$ cat config.mk
export PLATFORM = sky130hd
export DESIGN_NAME = countdown_ctrl_flat
export DESIGN_NICKNAME = d
export VERILOG_FILES = /design/src/rtl/countdown_pkg.sv /design/src/rtl/countdown_ctrl_if.sv /design/src/rtl/countdown_ctrl_prescaler.sv /design/src/rtl/countdown_ctrl.sv /design/src/flat_wrapper.sv
export SDC_FILE = /design/constraint.sdc
export NUM_CORES = 1
export LEC_CHECK = 0
export ABC_AREA = 1
export ABC_CLOCK_PERIOD_IN_PS = 3600
export CORE_UTILIZATION = 59
export CTS_BUF_LIST = sky130_fd_sc_hd__clkbuf_4
export DETAILED_ROUTE_END_ITERATION = 7
export PLACE_DENSITY = 0.82
export SYNTH_ARGS = -nofsm -noshare
export SYNTH_HDL_FRONTEND = slang
export SYNTH_SLANG_ARGS = --single-unit
export TNS_END_PERCENT = 30
$ cat constraint.sdc
create_clock -name clk -period 3.6 [get_ports clk]
set_clock_uncertainty 0.2 [all_clocks]
set_input_delay 0.36 -clock clk [delete_from_list [all_inputs] [get_ports clk]]
set_output_delay 0.36 -clock clk [all_outputs]
set_load 0.05 [all_outputs]
$ cat src/rtl/countdown_pkg.sv
// countdown_pkg: state encoding, BCD widths and time constants shared by the
// countdown timer controller and its interface.
package countdown_pkg;

  typedef enum logic [1:0] {
    ST_IDLE  = 2'd0,
    ST_RUN   = 2'd1,
    ST_PAUSE = 2'd2,
    ST_ALARM = 2'd3
  } state_t;

  localparam int BCD_W       = 4;
  localparam int DIGITS_W    = 4 * BCD_W;
  localparam int VALUE_W     = 8;
  localparam int SEC_PER_MIN = 60;

  // Split a binary value in 0..99 into {tens, units} BCD nibbles.
  function automatic logic [2*BCD_W-1:0] to_bcd2(input logic [VALUE_W-1:0] bin);
    logic [BCD_W-1:0] tens;
    logic [BCD_W-1:0] units;
    tens  = BCD_W'(bin / 8'd10);
    units = BCD_W'(bin % 8'd10);
    return {tens, units};
  endfunction

endpackage

$ cat src/rtl/countdown_ctrl_if.sv
// countdown_ctrl_if: control pulses, preset and display/buzzer outputs of the
// countdown controller. The controller uses the slave modport.
interface countdown_ctrl_if;
  import countdown_pkg::*;

  logic                start;
  logic                pause;
  logic                clear;
  logic [VALUE_W-1:0]  preset;
  logic [DIGITS_W-1:0] digits;
  logic                buzz;
  logic [1:0]          state_o;
  logic                done;
  logic                blank;

  modport master (
    output start, pause, clear, preset,
    input  digits, buzz, state_o, done, blank
  );

  modport slave (
    input  start, pause, clear, preset,
    output digits, buzz, state_o, done, blank
  );

endinterface

$ cat src/rtl/countdown_ctrl_prescaler.sv
// tick_prescaler: divides clk down to a one-cycle tick every DIV enabled cycles.
// The count holds while en is low and restarts from 0 on clr.
module tick_prescaler #(
  parameter int DIV = 25_000_000
) (
  input  logic clk,
  input  logic reset,
  input  logic en,
  input  logic clr,
  output logic tick
);

  localparam int              CNT_W = $clog2(DIV);
  localparam logic [CNT_W-1:0] LAST = CNT_W'(DIV - 1);

  logic [CNT_W-1:0] r_count;
  logic             w_at_last;

  assign w_at_last = (r_count == LAST);

  always_ff @(posedge clk or posedge reset) begin
    if (reset) begin
      r_count <= '0;
    end else if (clr) begin
      r_count <= '0;
    end else if (en) begin
      if (w_at_last) begin
        r_count <= '0;
      end else begin
        r_count <= r_count + 1'b1;
      end
    end
  end

  assign tick = en && w_at_last;

endmodule

$ cat src/rtl/countdown_ctrl.sv
// countdown_ctrl: IDLE/RUN/PAUSE/ALARM sequencer with mm:ss BCD display and buzzer.
// Define COUNTDOWN_BLINK_EN to blink the display (blank) at 1 Hz while paused.
module countdown_ctrl
  import countdown_pkg::*;
#(
  parameter int TICK_DIV    = 25_000_000,
  parameter int ALARM_BEEPS = 3
) (
  input logic             clk,
  input logic             reset,
  countdown_ctrl_if.slave bus
);

  localparam int               TGL_W    = $clog2(2 * ALARM_BEEPS);
  localparam logic [TGL_W-1:0] LAST_TGL = TGL_W'(2 * ALARM_BEEPS - 1);

  state_t              r_state;
  logic [VALUE_W-1:0]  r_value;
  logic [TGL_W-1:0]    r_tgl_cnt;
  logic                r_buzz;
  logic                r_done;
  logic [DIGITS_W-1:0] r_digits;

  logic                w_tick;
  logic                w_presc_en;
  logic                w_presc_clr;
  logic [VALUE_W-1:0]  w_min;
  logic [VALUE_W-1:0]  w_sec;
  logic [DIGITS_W-1:0] w_digits;

  // The prescaler restarts on clear and on an accepted start from IDLE; a
  // resume from PAUSE keeps the held count so the partial second is not lost.
  assign w_presc_en  = (r_state == ST_RUN) || (r_state == ST_ALARM);
  assign w_presc_clr = bus.clear ||
                       ((r_state == ST_IDLE) && bus.start && (r_value != '0));

  tick_prescaler #(
    .DIV (TICK_DIV)
  ) u_prescaler (
    .clk   (clk),
    .reset (reset),
    .en    (w_presc_en),
    .clr   (w_presc_clr),
    .tick  (w_tick)
  );

  always_ff @(posedge clk or posedge reset) begin
    if (reset) begin
      r_state   <= ST_IDLE;
      r_value   <= '0;
      r_tgl_cnt <= '0;
      r_buzz    <= 1'b1;
      r_done    <= 1'b0;
    end else begin
      r_done <= 1'b0;
      if (bus.clear) begin
        r_state   <= ST_IDLE;
        r_value   <= bus.preset;
        r_tgl_cnt <= '0;
        r_buzz    <= 1'b1;
      end else begin
        case (r_state)
          ST_IDLE: begin
            if (bus.start && (r_value != '0)) begin
              r_state <= ST_RUN;
            end
          end
          ST_RUN: begin
            // The final tick beats a coincident pause.
            if (w_tick && (r_value != '0)) begin
              r_value <= r_value - 1'b1;
              if (r_value == VALUE_W'(1)) begin
                r_state   <= ST_ALARM;
                r_tgl_cnt <= '0;
              end else if (bus.pause) begin
                r_state <= ST_PAUSE;
              end
            end else if (bus.pause) begin
              r_state <= ST_PAUSE;
            end
          end
          ST_PAUSE: begin
            if (bus.start) begin
              r_state <= ST_RUN;
            end
          end
          ST_ALARM: begin
            if (bus.start) begin
              r_state   <= ST_IDLE;
              r_tgl_cnt <= '0;
              r_buzz    <= 1'b1;
              r_done    <= 1'b1;
            end else if (w_tick) begin
              if (r_tgl_cnt == LAST_TGL) begin
                r_state   <= ST_IDLE;
                r_tgl_cnt <= '0;
                r_buzz    <= 1'b1;
                r_done    <= 1'b1;
              end else begin
                r_tgl_cnt <= r_tgl_cnt + 1'b1;
                r_buzz    <= ~r_buzz;
              end
            end
          end
          default: begin
            r_state <= ST_IDLE;
          end
        endcase
      end
    end
  end

  // Binary seconds to mm:ss; minutes never exceed 4 for an 8-bit value.
  always_comb begin
    w_min    = r_value / VALUE_W'(SEC_PER_MIN);
    w_sec    = r_value % VALUE_W'(SEC_PER_MIN);
    w_digits = {to_bcd2(w_min), to_bcd2(w_sec)};
  end

  always_ff @(posedge clk or posedge reset) begin
    if (reset) begin
      r_digits <= '0;
    end else begin
      r_digits <= w_digits;
    end
  end

  assign bus.digits  = r_digits;
  assign bus.buzz    = r_buzz;
  assign bus.state_o = r_state;
  assign bus.done    = r_done;

`ifdef COUNTDOWN_BLINK_EN
  localparam int                HALF   = TICK_DIV / 2;
  localparam int                HALF_W = $clog2(HALF + 1);
  localparam logic [HALF_W-1:0] HALF_LAST = HALF_W'(HALF - 1);

  logic [HALF_W-1:0] r_half_cnt;
  logic              r_blank;

  always_ff @(posedge clk or posedge reset) begin
    if (reset) begin
      r_half_cnt <= '0;
      r_blank    <= 1'b0;
    end else begin
      if (r_half_cnt == HALF_LAST) begin
        r_half_cnt <= '0;
      end else begin
        r_half_cnt <= r_half_cnt + 1'b1;
      end
      if (r_state != ST_PAUSE) begin
        r_blank <= 1'b0;
      end else if (r_half_cnt == HALF_LAST) begin
        r_blank <= ~r_blank;
      end
    end
  end

  assign bus.blank = r_blank;
`else
  assign bus.blank = 1'b0;
`endif

endmodule

$ cat src/flat_wrapper.sv
// flat-port wrapper written by rule: the top's interface ports become plain ports
module countdown_ctrl_flat import countdown_pkg::*;
#(
  parameter int TICK_DIV    = 25_000_000,
  parameter int ALARM_BEEPS = 3
)
  (clk, reset, bus_start, bus_pause, bus_clear, bus_preset, bus_digits, bus_buzz, bus_state_o, bus_done, bus_blank);
  countdown_ctrl_if bus_i ();
  input logic clk;
  input logic reset;
  input wire logic [$bits(bus_i.start)-1:0] bus_start;
  input wire logic [$bits(bus_i.pause)-1:0] bus_pause;
  input wire logic [$bits(bus_i.clear)-1:0] bus_clear;
  input wire logic [$bits(bus_i.preset)-1:0] bus_preset;
  output wire logic [$bits(bus_i.digits)-1:0] bus_digits;
  output wire logic [$bits(bus_i.buzz)-1:0] bus_buzz;
  output wire logic [$bits(bus_i.state_o)-1:0] bus_state_o;
  output wire logic [$bits(bus_i.done)-1:0] bus_done;
  output wire logic [$bits(bus_i.blank)-1:0] bus_blank;
  assign bus_i.start = bus_start;
  assign bus_i.pause = bus_pause;
  assign bus_i.clear = bus_clear;
  assign bus_i.preset = bus_preset;
  assign bus_digits = bus_i.digits;
  assign bus_buzz = bus_i.buzz;
  assign bus_state_o = bus_i.state_o;
  assign bus_done = bus_i.done;
  assign bus_blank = bus_i.blank;
  countdown_ctrl #(.TICK_DIV(TICK_DIV), .ALARM_BEEPS(ALARM_BEEPS)) u_core (.clk(clk), .reset(reset), .bus(bus_i));
endmodule
==> metrics.md, run 1 <==
| Metric | Value |
|---|---|
| Initial Utilization | 0.6300 |
| Vias in the first global route | 2875 |
| Crit Path Max Fanout | 15 |
| Hold Path Class | reg2reg |
| Slew Viols, Final | 0 |
| Leak | 0.001739 uW |
| Drt wl/cell | 12.45 um |
| Root buffer cell | clkbuf_4 |
| Row count | 26 |
| Switch share | 0.4637 |
| PwrDens | 520.8 nW/um2 |
| CP top delay family | buffers and inverters |
| Part of the power in registers | 0.362 |
| Critical path arrival | 3300 ps |
| Number of flops mapped to enable cells by yosys | 0 |
| Mapped Area | 3299 um2 |
| Synth Flop Type | dfrtp_1 |
| Worst endpoint required time | 3700 ps |
| Yosys warns | 0 |
| H-tree lvl count | 2 |
| Min Clock Period, post-route | 3204 ps |
| Setup WS post-layout | 396.3 ps |
| Worst R2R Setup Slack | 400 ps |
| DRT Wirelength | 6738 um |
| # Max-Cap Violations | 0 |
| Maximum vdd drop | 0.4358 mV |
| IO Count | 34 |
| Nets | 491 |
| Reg clk slew, reported paths | 170 ps |
| RSZ-0062 raised after global routing | false |
| Detail-routed via count per cell | 5.418 |
| Hold_buf cts | 0 |
| Slowest cell on crit path | dfrtp_2 |
| CTS tree | built |
| Clk_lat worst skew | 390 ps |
| HPWL after DPL | 5124 um |
| Biggest cell delay along the critical path | 470 ps |
| Cts bufs inserted | 5 |
| # DRC | 0 |
| Int Pwr | 1034 uW |
| Layout area overhead | 12.21% |
| Clock Power Share | 0.152 |
| Relative slew slack | 0.3127 |
| WS Path Type | reg2reg |
| Core area | 5238 um2 |
| Dpl ws | 440.0 ps |
| Initial antenna violation count | 0 |
| Final ANT Viol Nets | 0 |
| Layout cells sized above 1 | 0.1146 |
| Top cell by count, worst path | inv_1 |
| Total power | 1928 uW |
| Fmax | 312.1 MHz |
| Total track usage | 0.2563 |
| Sw power | 894.0 uW |
| Total gr overflow | 0 |
| Cell breakdown of the critical path | inv_1, ha_1, inv_1, nor3_1, nand3_1, nand2_1, inv_1, a21oi_1, inv_1, nor2_1, inv_1, buf_4, nand2_1, inv_1, a211oi_1 |
| Total number of vias | 2931 |
| Final Hold Fails | 0 |
| Final setup TNS | 0 ps |
| Detailed Routing Iterations Pass 1 | 5 |
| Crit. End Element | flop |
| Die width | 76.78 um |
| Largest net degree at the start of global routing | 52 |
| Combinational power share | 0.485 |
| GP Congestion | 0.9252 |
| Avg Cell Area, Syn | 7.516 um2 |
| Port Buf Inserts | 27 |
| Cells after Synth | 439 |
| Outcome | finished, final reports clean |
| Die Ht | 76.78 um |
| Startpoint class of the critical path | flop |
| Post-synthesis cell type count | 43 |
| Crit path buffers/inverters | 7 |
| First-pass GRT wire length | 12280 um |
| TritonCTS Sinks | 51 |
| Crit share post-route | 0.8899 |
| Worst-margin pin slew | 1029 ps |
| Post-synthesis sequential area ratio | 0.3872 |
| Die area | 5895 um2 |
| Yosys reg bits | 51 |
| Inserted Diodes | 0 |
| # setup viols final | 0 |
| Async SR Flop Fraction | 1.000 |
| CTS max path bufs | 2 |
| Initial detailed-routing violation count | 203 |
==> Yosys cell counts (2+ instances only) <==
library cell | instances | share of area
or2_2 | 2 | 0.0038
clkbuf_1 | 5 | 0.0057
ha_1 | 8 | 0.030
o22ai_1 | 3 | 0.0057
nand3_1 | 32 | 0.049
nor4_1 | 6 | 0.011
a21oi_1 | 22 | 0.033
nor3_1 | 28 | 0.042
nand4_1 | 7 | 0.013
nand3_2 | 6 | 0.018
nor2_1 | 36 | 0.041
buf_4 | 6 | 0.014
nand2_2 | 7 | 0.013
nor2_2 | 3 | 0.0057
o21ai_2 | 2 | 0.0053
o21ai_1 | 4 | 0.0061
inv_2 | 7 | 0.0080
nand2_4 | 10 | 0.034
xnor2_1 | 2 | 0.0053
xor2_1 | 8 | 0.021
inv_1 | 60 | 0.068
a211oi_1 | 4 | 0.0091
a31oi_1 | 6 | 0.011
o211ai_1 | 2 | 0.0045
nand2_1 | 83 | 0.094
o21ai_0 | 14 | 0.021
dfrtp_1 | 50 | 0.38
==> through the flow <==
stage | cell area (um2) | utilization | hold slack (ps) | cells
after floorplan | 3322 | - | 195.1 | 445
after global placement | 3626 | 0.6923 | 224.0 | 532
after detailed placement | 3626 | 0.6923 | 220.1 | 532
after CTS | 3691 | 0.7047 | 259.1 | 540
after global routing | 3702 | 0.7069 | 283.4 | 541
final | 3702 | 0.7069 | 259.9 | 541
==> layer usage <==
metal,GRT usage,vias up,wire length (um)
li1,-,1492,-
met1,0.3242,1359,3171
met2,0.4455,73,3230
met3,0.04643,7,294
met4,0.07115,0,42
met5,0,-,0
==> power by group through the flow <==
stage          Clock (uW)  Combinational [uW]  Sequential (uW)
6_report              294                 936              699
5_1_grt               325                1030              711
4_1_cts               302                 937              699
3_5_place_dp            0                 935              711
3_3_place_gp            0                 910              708
2_1_floorplan           0                 564              869
==> sequential cells by signal (all words and copies together), names as in the netlist <==
register                    flops
u_core.bus.buzz                 1
u_core.bus.done                 1
u_core.r_tgl_cnt                3
u_core.bus.state_o              2
u_core.r_value                  8
u_core.u_prescaler.r_count     25
u_core.bus.digits              11
==> placed cells by master, fill, tap and decap left out, types with 4 or more instances in the layout <==
master,instances
a211oi_1,4
a21oi_1,22
a31oi_1,6
clkbuf_4,5
clkdlybuf4s50_1,27
conb_1,7
dfrtp_1,49
ha_1,8
inv_1,59
inv_2,8
nand2_1,83
nand2_2,7
nand2_4,10
nand3_1,32
nand3_2,6
nand4_1,7
nor2_1,35
nor2_2,4
nor3_1,28
nor4_1,6
o21ai_0,14
o21ai_1,4
xor2_1,8
==> cell families after synthesis <==
group	share of synthesized area
simple gates	0.3303
buf+inv	0.09822
compound gates	0.1183
flops	0.3872
xor+xnor	0.03148
fa+ha+maj	0.03034
other cells	0.001137
mux	0.003034
==> final cells by class <==
type	count	area [um2]
inverter	68	255.2
timing repair buffer	30	292.8
fill	424	1535
sequential	51	1279
tap	70	87.58
clock buffer	5	37.54
multi-input combinational	314	1723
clock inverter	3	27.53
==> worst paths after layout <==
| check | depth (start not counted) | startpoint | to |
|---|---|---|---|
| max | 15 | u_core.r_value[5] | u_core.u_prescaler.r_count[18] |
| min | 0 | u_core.r_value[0] | u_core.bus.digits[0] |
| max in group asynchronous | 2 | reset | u_core.r_value[5] |
| max reg2reg | 15 | u_core.r_value[5] | u_core.u_prescaler.r_count[18] |
| min in group asynchronous | 2 | reset | u_core.u_prescaler.r_count[17] |
| min reg2reg | 0 | u_core.r_value[0] | u_core.bus.digits[0] |
==> worst register-to-register path: stages, from the launching register on <==
cell and delay (ps):
dfrtp_2 470, inv_1 150, ha_1 170, inv_1 50
nor3_1 180, nand3_1 140, nand2_1 100, inv_1 50
a21oi_1 180, inv_1 70, nor2_1 210, inv_1 90
buf_4 180, nand2_1 240, inv_1 320, a211oi_1 310
==> timing repair <==
item,CTS,global route
gates resized for setup,0,2
endpoints found under the setup margin,0,1
buffers inserted,0,1
Note: power is estimated with default switching activity, not from simulation.
==> run 2: changes to the inputs <==
--- a/config.mk
+++ b/config.mk
@@ -10,4 +10,5 @@
 export CORE_UTILIZATION = 59
 export CTS_BUF_LIST = sky130_fd_sc_hd__clkbuf_4
+export CTS_CLUSTER_DIAMETER = 200
 export DETAILED_ROUTE_END_ITERATION = 7
 export PLACE_DENSITY = 0.82
==> constraint.sdc (replaced) <==
create_clock -name clk -period 3.6 [get_ports clk]
set_clock_uncertainty 0.2 [all_clocks]
set_input_delay 0.36 -clock clk [delete_from_list [all_inputs] [get_ports clk]]
set_output_delay 0.36 -clock clk [all_outputs]
set_load 0.01 [all_outputs]
==> results of run 2 <==
Same layout as run 1 (identical final DEF). Status: finished, final reports clean.
Among the figures that moved: total power 1928 uW -> 1768 uW; worst IR drop on VDD 0.4358 mV -> 0.3118 mV
==> run 3: changes to the inputs <==
- ABC_CLOCK_PERIOD_IN_PS: 3600 -> 3900
- CORE_UTILIZATION: 59 -> 60
- PLACE_DENSITY: 0.82 -> 0.84
- SLEW_MARGIN: default -> 5
- clock period: 3.6 -> 3.9 ns (I/O delays scaled with it)
==> run 3 against run 2 <==
  * Non-clock buffer count fell by 2
  * Power fell by 9.4%
  * Fmax fell by 2.4%
  * Clock power fell by 17%
  * Setup slack improved by 220 ps
  * Wire length rose by 2.3%
  * Sequential power fell by 7.6%
  * Combinational power fell by 8.2%
  * Critical path depth rose by 8
  * Via count rose by 0.68%
  * Flip-flop and latch count did not move
  * Critical path type unchanged
  * Largest power group unchanged
==> metrics.md, run 3 (synthesis results as in run 1) <==
| Metric | Value |
|---|---|
| Hold Path Class | reg2reg |
| R2r worst-path depth | 23 (+8) |
| CTS tree | built |
| # Max-Cap Violations | 0 (unchanged) |
| Outcome | finished, final reports clean |
| Total number of vias | 2951 (+0.68%) |
| Largest net degree at the start of global routing | 52 (unchanged) |
| # DRC | 0 (unchanged) |
| Cell breakdown of the critical path | inv_1, ha_1, inv_1, nor3_1, nand3_1, nand2_1, inv_1, a21oi_1, inv_1, nor2_1, inv_1, nand2_1, nor2_1, nand2_1, nor2_1, nand2_1, nor2_2, nand2_1, nor2_1, nand2_1, o21ai_1, nand2_1, nor2_1 |
| Biggest cell delay along the critical path | 470 ps (about the same) |
| Layout area overhead | 11.41% |
| First-pass GRT wire length | 12460 um (+1.5%) |
| Cts bufs inserted | 5 (unchanged) |
| Crit path buffers/inverters | 5 (-2) |
| Die width | 76.16 um (-0.81%) |
| Crit Path Max Fanout | 6 (-9) |
| RR Startpoint | u_core.r_value[5] |
| Crit. End Element | flop |
| Clk_lat worst skew | 380 ps (about the same) |
| HPWL after DPL | 5231 um (+2.1%) |
| Fmax | 304.7 MHz (-2.4%) |
| TritonCTS Sinks | 51 (unchanged) |
| CTS max path bufs | 2 (unchanged) |
| Detail-routed via count per cell | 5.475 (+1.1%) |
| Worst-margin pin slew | 1035 ps (+5.537 ps) |
| Post-CTS Setup Bufs | 0 (unchanged) |
| GP Congestion | 0.9265 (+0.14%) |
| Top cell by count, worst path | nand2_1 |
| Core area | 5205 um2 (-0.62%) |
| H-tree lvl count | 2 (unchanged) |
| Die Ht | 76.16 um (-0.81%) |
| Max reg flops | 25 (unchanged) |
| Initial detailed-routing violation count | 245 (+21%) |
| Final Hold Fails | 0 (unchanged) |
| DRT Wirelength | 6890 um (+2.3%) |
| Cell count along the critical path | 23 (+8) |
| Crit share post-route | 0.8414 (-0.04850) |
| Final ANT Viol Nets | 0 (unchanged) |
| Crit path launch | u_core.r_value[5] |
| Vias in the first global route | 2879 (+0.14%) |
| Nets | 489 (-0.41%) |
| Drt wl/cell | 12.78 um (+2.6%) |
| Relative slew slack | 0.3090 (-0.003697) |
| CP top delay family | simple AND/OR/NAND/NOR gates |
| Layout cells sized above 1 | 0.1045 (-0.01017) |
| Hold_buf cts | 0 (unchanged) |
| Inserted Diodes | 0 (unchanged) |
| Detailed Routing Iterations Pass 1 | 4 (-1) |
| Die area | 5800 um2 (-1.6%) |
| Maximum vdd drop | 0.2564 mV |
| Total gr overflow | 0 (unchanged) |
| Slowest cell on crit path | dfrtp_1 |
| Critical path arrival | 3390 ps (+90 ps) |
| Final setup TNS | 0 ps (unchanged) |
| Leak | 0.001726 uW (-0.78%) |
| Worst endpoint required time | 4000 ps (+300 ps) |
| FILL cells | 438 (+3.3%) |
| Initial antenna violation count | 0 (unchanged) |
| Reg clk slew, reported paths | 160 ps (about the same) |
| Most flop-heavy register | u_core.u_prescaler.r_count |
| CP endpoint | u_core.u_prescaler.r_count[23] |
| WS Path Type | reg2reg |
| RSZ-0062 raised after global routing | false |
| Commonest non-fill, non-tap cell in the layout | nand2_1 |
| Row count | 26 (unchanged) |
| Hold_ws | 269.8 ps (+9.843 ps) |
| Worst R2R End | u_core.u_prescaler.r_count[23] |
| Slew Viols, Final | 0 (unchanged) |
| # setup viols final | 0 (unchanged) |
| Initial Utilization | 0.6339 (+0.003937) |
| Worst R2R Setup Slack | 620 ps (+220 ps) |
| Post-cts sizing count | 0 (unchanged) |
| Total track usage | 0.2616 (+0.005226) |
| Min Clock Period, post-route | 3281 ps (+77.81 ps) |
| PwrDens | 435.8 nW/um2 |
| IO Count | 34 (unchanged) |
| Most frequent cells in the layout | nand2_1 (83), inv_1 (59), dfrtp_1 (50) |
| Startpoint class of the critical path | flop |
| Root buffer cell | clkbuf_4 |
| Port Buf Inserts | 27 (unchanged) |
run 3: worst min-delay path by stage:
| stage | depth (start not counted) | to | from |
|---|---|---|---|
| after floorplan | 0 | u_core.bus.digits[0] | u_core.r_value[0] |
| after global placement | 0 | u_core.bus.digits[0] | u_core.r_value[0] |
| after detailed placement | 0 | u_core.bus.digits[0] | u_core.r_value[0] |
| after CTS | 0 | u_core.bus.digits[0] | u_core.r_value[0] |
| after global routing | 0 | u_core.bus.digits[0] | u_core.r_value[0] |
| final | 0 | u_core.bus.digits[0] | u_core.r_value[0] |
run 3: per-layer routing:
layer	global-route usage	wire, um
met5	0	0
met4	0.08846	81
met2	0.4436	3308
met1	0.3419	3124
met3	0.04072	376
run 3: through the flow:
step | std cells | instance area [um2] | setup slack (ps) | utilization | power [uW]
2_1_floorplan | 445 | 3322 | 1050 | - | 1177
3_3_place_gp | 531 | 3618 | 779.7 | 0.6952 | 1342
3_5_place_dp | 531 | 3618 | 682.0 | 0.6952 | 1369
6_report | 539 | 3676 | 618.5 | 0.7063 | 1602
4_1_cts | 539 | 3676 | 660.6 | 0.7063 | 1612
5_1_grt | 539 | 3676 | 215.9 | 0.7063 | 1727
run 3: power breakdown:
| group | total (uW) | internal (uW) | switching, uW |
|---|---|---|---|
| clock | 244 | 69.7 | 174 |
| sequential | 646 | 597 | 49.1 |
| combinational | 712 | 279 | 434 |
| total | 1600 | 945 | 657 |
run 3: cell type report:
type                            instances  area (um2)  area share
Timing Repair Buffer                   28       277.8     0.07556
Clock buffer                            5       37.54     0.01021
Inverter                               68       255.2     0.06943
Sequential cell                        51        1277      0.3475
Clock inverter                          3       20.02    0.005446
Tap cell                               70       87.58     0.02383
Multi-Input combinational cell        314        1720      0.4680
==> patch 1, RTL diff (settings of run 1) <==
`ALARM_BEEPS` is set to 3 in 2 places; all go to 5.
--- a/src/rtl/countdown_ctrl.sv
+++ b/src/rtl/countdown_ctrl.sv
@@ -4,7 +4,7 @@
   import countdown_pkg::*;
 #(
   parameter int TICK_DIV    = 25_000_000,
-  parameter int ALARM_BEEPS = 3
+  parameter int ALARM_BEEPS = 5
 ) (
   input logic             clk,
   input logic             reset,
--- a/src/flat_wrapper.sv
+++ b/src/flat_wrapper.sv
@@ -2,7 +2,7 @@
 module countdown_ctrl_flat import countdown_pkg::*;
 #(
   parameter int TICK_DIV    = 25_000_000,
-  parameter int ALARM_BEEPS = 3
+  parameter int ALARM_BEEPS = 5
 )
   (clk, reset, bus_start, bus_pause, bus_clear, bus_preset, bus_digits, bus_buzz, bus_state_o, bus_done, bus_blank);
   countdown_ctrl_if bus_i ();
Formal check against the unedited RTL: no difference found for any inputs over 10 cycles, from zero or initial values and one cycle with reset high; that may be too few to reach the edited logic, so the function may still have changed.
==> patch 1 against run 1 <==
- cell area increased by 0.57%
- highest routed layer unchanged
- power decreased by 9.6%
- wire length increased by 1.5%
- cell count increased by 2.0%
- synthesized area increased by 1.6%
- worst setup slack got worse by 0.059 ns
- sequential cell count increased by 1
- critical endpoint is now u_core.u_prescaler.r_count[7]
- die area increased by 1.6%
==> patch 1: results (changes against run 1) <==
setup bufs post-CTS 0 (unchanged); synth top area cells dfrtp_1 38%, nand2_1 10%, inv_1 6.6%; Worst-path clk slew 0.16 ns; Synth Area in XOR/XNOR 0.5224% (-2.6 points); Hold Crit Start u_core.r_value[0]; initial antenna violation count 0 (unchanged); vias in the first global route 2719 (-5.4%); mux contribution to synthesized area 0% (-0.30 points); LEAKAGE 1.701 nW (-2.2%); worst skew pair latency 0.38 ns; Via Count 2989 (+2.0%); routability cong. 0.9185 (-0.72%); status completed; commonest cells in the netlist 91 x nand2_1, 59 x inv_1, 51 x dfrtp_1, 40 x nor2_1, 33 x nand3_1; Clock Tree Buf Depth 2 (unchanged); met1 Use GR 34.49% (+2.1 points); Yosys cell types 42 (-2.3%); Net Sw Frac 44.12% (-2.2 points); 1st-iter DRT viols 212 (+4.4%); share of cells above drive strength 1 11.67% (+0.20 points); worst-path maximum fanout 12 (-3); met2 Track Usage GR 40.53% (-4.0 points); Avg WL per Cell 12.39 µm (-0.48%); worst min path class flop to flop; Max-Slew Margin vs Limit 29.35% (-1.9 points); nets 499 (+1.6%); Synth Area in Adders 2.612% (-0.42 points); ys async rst share 100.0% (unchanged); max reg flops 25 (unchanged); sequential area share after synthesis 38.84% (+0.13 points); GR Util met3 4.235% (-0.41 points); DP Wirelength 5113 µm (-0.20%); Max VDD drop 0.3280 mV (-25%); Reg with most FFs u_core.u_prescaler.r_count; Worst EP arrival 3.33 ns (+0.03 ns); Main synth FF type dfrtp_1; first-pass GRT wire length 12080 µm (-1.6%); cts repair resizes 0 (unchanged); First-pass DRT Iterations 5 (unchanged); H-tree depth 2 (unchanged); n_diodes 0 (unchanged); Tot GR Track Use 25.09% (-0.55 points); Ys Warns 0 (unchanged); Place WS 0.4367 ns (-0.003309 ns); IO buf count 27 (unchanged); largest net degree at the start of global routing 53 (+1.9%); Synth Area in Compound Gates 14.51% (+2.7 points); crit path from u_core.u_prescaler.r_count[0]; clock root cell clkbuf_4; Placement Cell Area 0.003667 mm² (+1.1%); CTS Buf Count 5 (unchanged)
-- patch 1: cell count changes after synthesis, sizes merged, moves of 3 or more --
cell          run 1  this run
xor2              9         1
a21oi            23        26
nor3             28        19
o21ai            20        36
nand2           100       105
nor2             39        48
-- patch 1: area by class of cell --
| type | instances | area, µm² |
|---|---|---|
| fillers | 452 | 1783 |
| multi-input cells | 322 | 1734 |
| flip-flops and latches | 52 | 1303 |
| repair buffers | 28 | 277.8 |
| inverters | 70 | 262.8 |
| well taps | 72 | 90.09 |
| clock buffers | 5 | 37.54 |
| clock inverters | 3 | 18.77 |
-- patch 1: power groups by stage --
stage / sequential [mW] / combinational [mW] / clock [mW]
6_report: 0.698 / 0.779 / 0.265
5_1_grt: 0.706 / 0.852 / 0.294
4_1_cts: 0.698 / 0.781 / 0.274
3_5_place_dp: 0.711 / 0.779 / 0
3_3_place_gp: 0.706 / 0.763 / 0
2_1_floorplan: 0.862 / 0.450 / 0
-- patch 1: final timing paths --
kind	cells past startpoint	to	slack (ns)
max in group asynchronous	2	u_core.u_prescaler.r_count[9]	2.21
setup reg to reg	12	u_core.u_prescaler.r_count[7]	0.34
setup / recovery	12	u_core.u_prescaler.r_count[7]	0.34
min in group asynchronous	2	u_core.bus.done	0.34
hold / removal	0	u_core.bus.digits[0]	0.26
hold reg to reg	0	u_core.bus.digits[0]	0.26
-- patch 1: metrics by stage --
stage / utilization (%) / std cells / hold slack [ns]
2_1_floorplan: - / 457 / 0.1951
4_1_cts: 67.62 / 552 / 0.2642
6_report: 67.62 / 552 / 0.2648
3_5_place_dp: 66.60 / 544 / 0.2327
3_3_place_gp: 66.60 / 544 / 0.2318
5_1_grt: 67.62 / 552 / 0.2894
-- patch 1: cell families after synthesis --
logic type,count (synthesis)
and+or+nand+nor,227
xor gates and xnor gates,2
adders and majority gates,7
buffers and inverters,83
DFF,52
other,1
AOI/OAI and AO/OA,79
-- patch 1: layer usage --
| metal | vias up | wire length [µm] |
|---|---|---|
| li1 | 1523 | - |
| met5 | - | 0 |
| met1 | 1383 | 3276 |
| met2 | 74 | 3223 |
| met3 | 9 | 257 |
| met4 | 0 | 85 |
-- patch 1: worst max-delay path, stage by stage (launching register included) --
cell	delay (ns)
dfrtp_1	0.44
ha_1	0.20
nand2_1	0.08
nor2_1	0.23
inv_1	0.07
nor2_1	0.13
inv_1	0.06
nor3_1	0.27
nor2_1	0.14
nor2_1	0.68
inv_1	0.36
o21ai_0	0.21
a21oi_1	0.09
==> patch 2, RTL diff (settings of run 1) <==
Without the edit above. One comparison of `r_count` changes from == to >=.
--- a/src/rtl/countdown_ctrl_prescaler.sv
+++ b/src/rtl/countdown_ctrl_prescaler.sv
@@ -16,7 +16,7 @@
   logic [CNT_W-1:0] r_count;
   logic             w_at_last;
 
-  assign w_at_last = (r_count == LAST);
+  assign w_at_last = (r_count >= LAST);
 
   always_ff @(posedge clk or posedge reset) begin
     if (reset) begin
Formal check against the unedited RTL: same outputs for any inputs over 10 cycles, from zero or initial values and one cycle with reset high; that may be too few to reach the edited logic, so the function may still have changed.
==> patch 2 against run 1 <==
- power decreased by 16%
- sequential share of layout area increased by 0.28 points
- synthesized area increased by 0.15%
- sequential cell count unchanged
- fmax increased by 3.3%
- wire length increased by 2.5%
- cell area decreased by 0.91%
- worst setup slack improved by 0.10 ns
==> patch 2: results (changes against run 1) <==
dpl cells 528 (-0.75%); CTS Buf Count 5 (unchanged); reg2reg setup slack 0.50 ns (+0.10 ns); Placement Cell Area 0.003616 mm² (-0.28%); Avg WL per Cell 12.88 µm (+3.4%); CP peak stage delay 0.60 ns (+0.13 ns); largest net degree at the start of global routing 52 (unchanged); routed wl met3 330 µm (+12%); Post-Route Utilization 70.04% (-0.64 points); met1 Use GR 33.00% (+0.58 points); met2 wire length 3209 µm (-0.65%); Cell Count, Final, Fillers Out 536 (-0.92%); Worst R2R Path Depth 11 (-4); first-pass GRT wire length 11890 µm (-3.2%); Worst EP arrival 3.20 ns (-0.10 ns); Yosys cell types 40 (-7.0%); 1st-iter DRT viols 179 (-12%); Max-Slew Margin vs Limit 28.42% (-2.8 points); fill count 414 (-2.4%); GR Util met3 5.833% (+1.2 points); sequential area share after synthesis 38.66% (-0.059 points); DP Wirelength 5071 µm (-1.0%); vias in the first global route 2768 (-3.7%); status completed; synth top area cells dfrtp_1 38%, nand2_1 8.9%, inv_1 7.0%; Worst-path clk slew 0.14 ns (-0.03 ns); commonest cells in the netlist 78 x nand2_1, 62 x inv_1, 50 x dfrtp_1, 34 x nor2_1, 34 x o21ai_0; worst-path maximum fanout 13 (-2); routability cong. 0.8724 (-5.7%); Max VDD drop 0.3011 mV (-31%); share of cells above drive strength 1 10.09% (-1.4 points); reg2reg end u_core.u_prescaler.r_count[22]; Tot GR Track Use 24.88% (-0.75 points); Place WS 0.5956 ns (+0.1557 ns); Post-Syn Area per Cell 7.544 µm² (+0.38%); met2 Track Usage GR 40.98% (-3.6 points); WHS 0.2931 ns (+0.03316 ns); Worst path slowest cell nor2_1; Peak Freq 0.3224 GHz (+3.3%); worst skew pair latency 0.37 ns (-0.02 ns); crit path from u_core.u_prescaler.r_count[15]; LEAKAGE 1.551 nW (-11%)
[patch 2: cell types whose count changed in the layout (fill, tap and decap cells not counted), moves of 4 or more]
cell,before,now
nand4_1,7,17
o211ai_1,2,6
nor3_1,28,12
nand2_2,7,14
xor2_1,8,13
nand2_4,10,2
a21oi_1,22,8
o21ai_0,14,34
nand2_1,83,78
nor2_2,4,0
a211oi_1,4,0
o22ai_1,3,12
[patch 2: cell type report]
type                       instances  area share, %
multi-input combinational        311          46.83
sequential                        51          34.82
timing repair buffer              28          7.572
inverter                          68          6.958
tap                               70          2.387
clock buffer                       6          1.228
clock inverter                     2         0.2046
[patch 2: power by group]
group	internal [mW]	switching [mW]
Clock	0.0804	0.179
Sequential	0.632	0.0438
Combinational	0.214	0.465
[patch 2: cell families after synthesis]
group / after synthesis / synth area share (%)
simple gates: 203 / 29.88
buf+inv: 82 / 10.03
compound gates: 81 / 15.41
flops: 51 / 38.66
xor+xnor: 14 / 3.711
fa+ha+maj: 5 / 1.893
other cells: 1 / 0.1135
mux: 1 / 0.3029
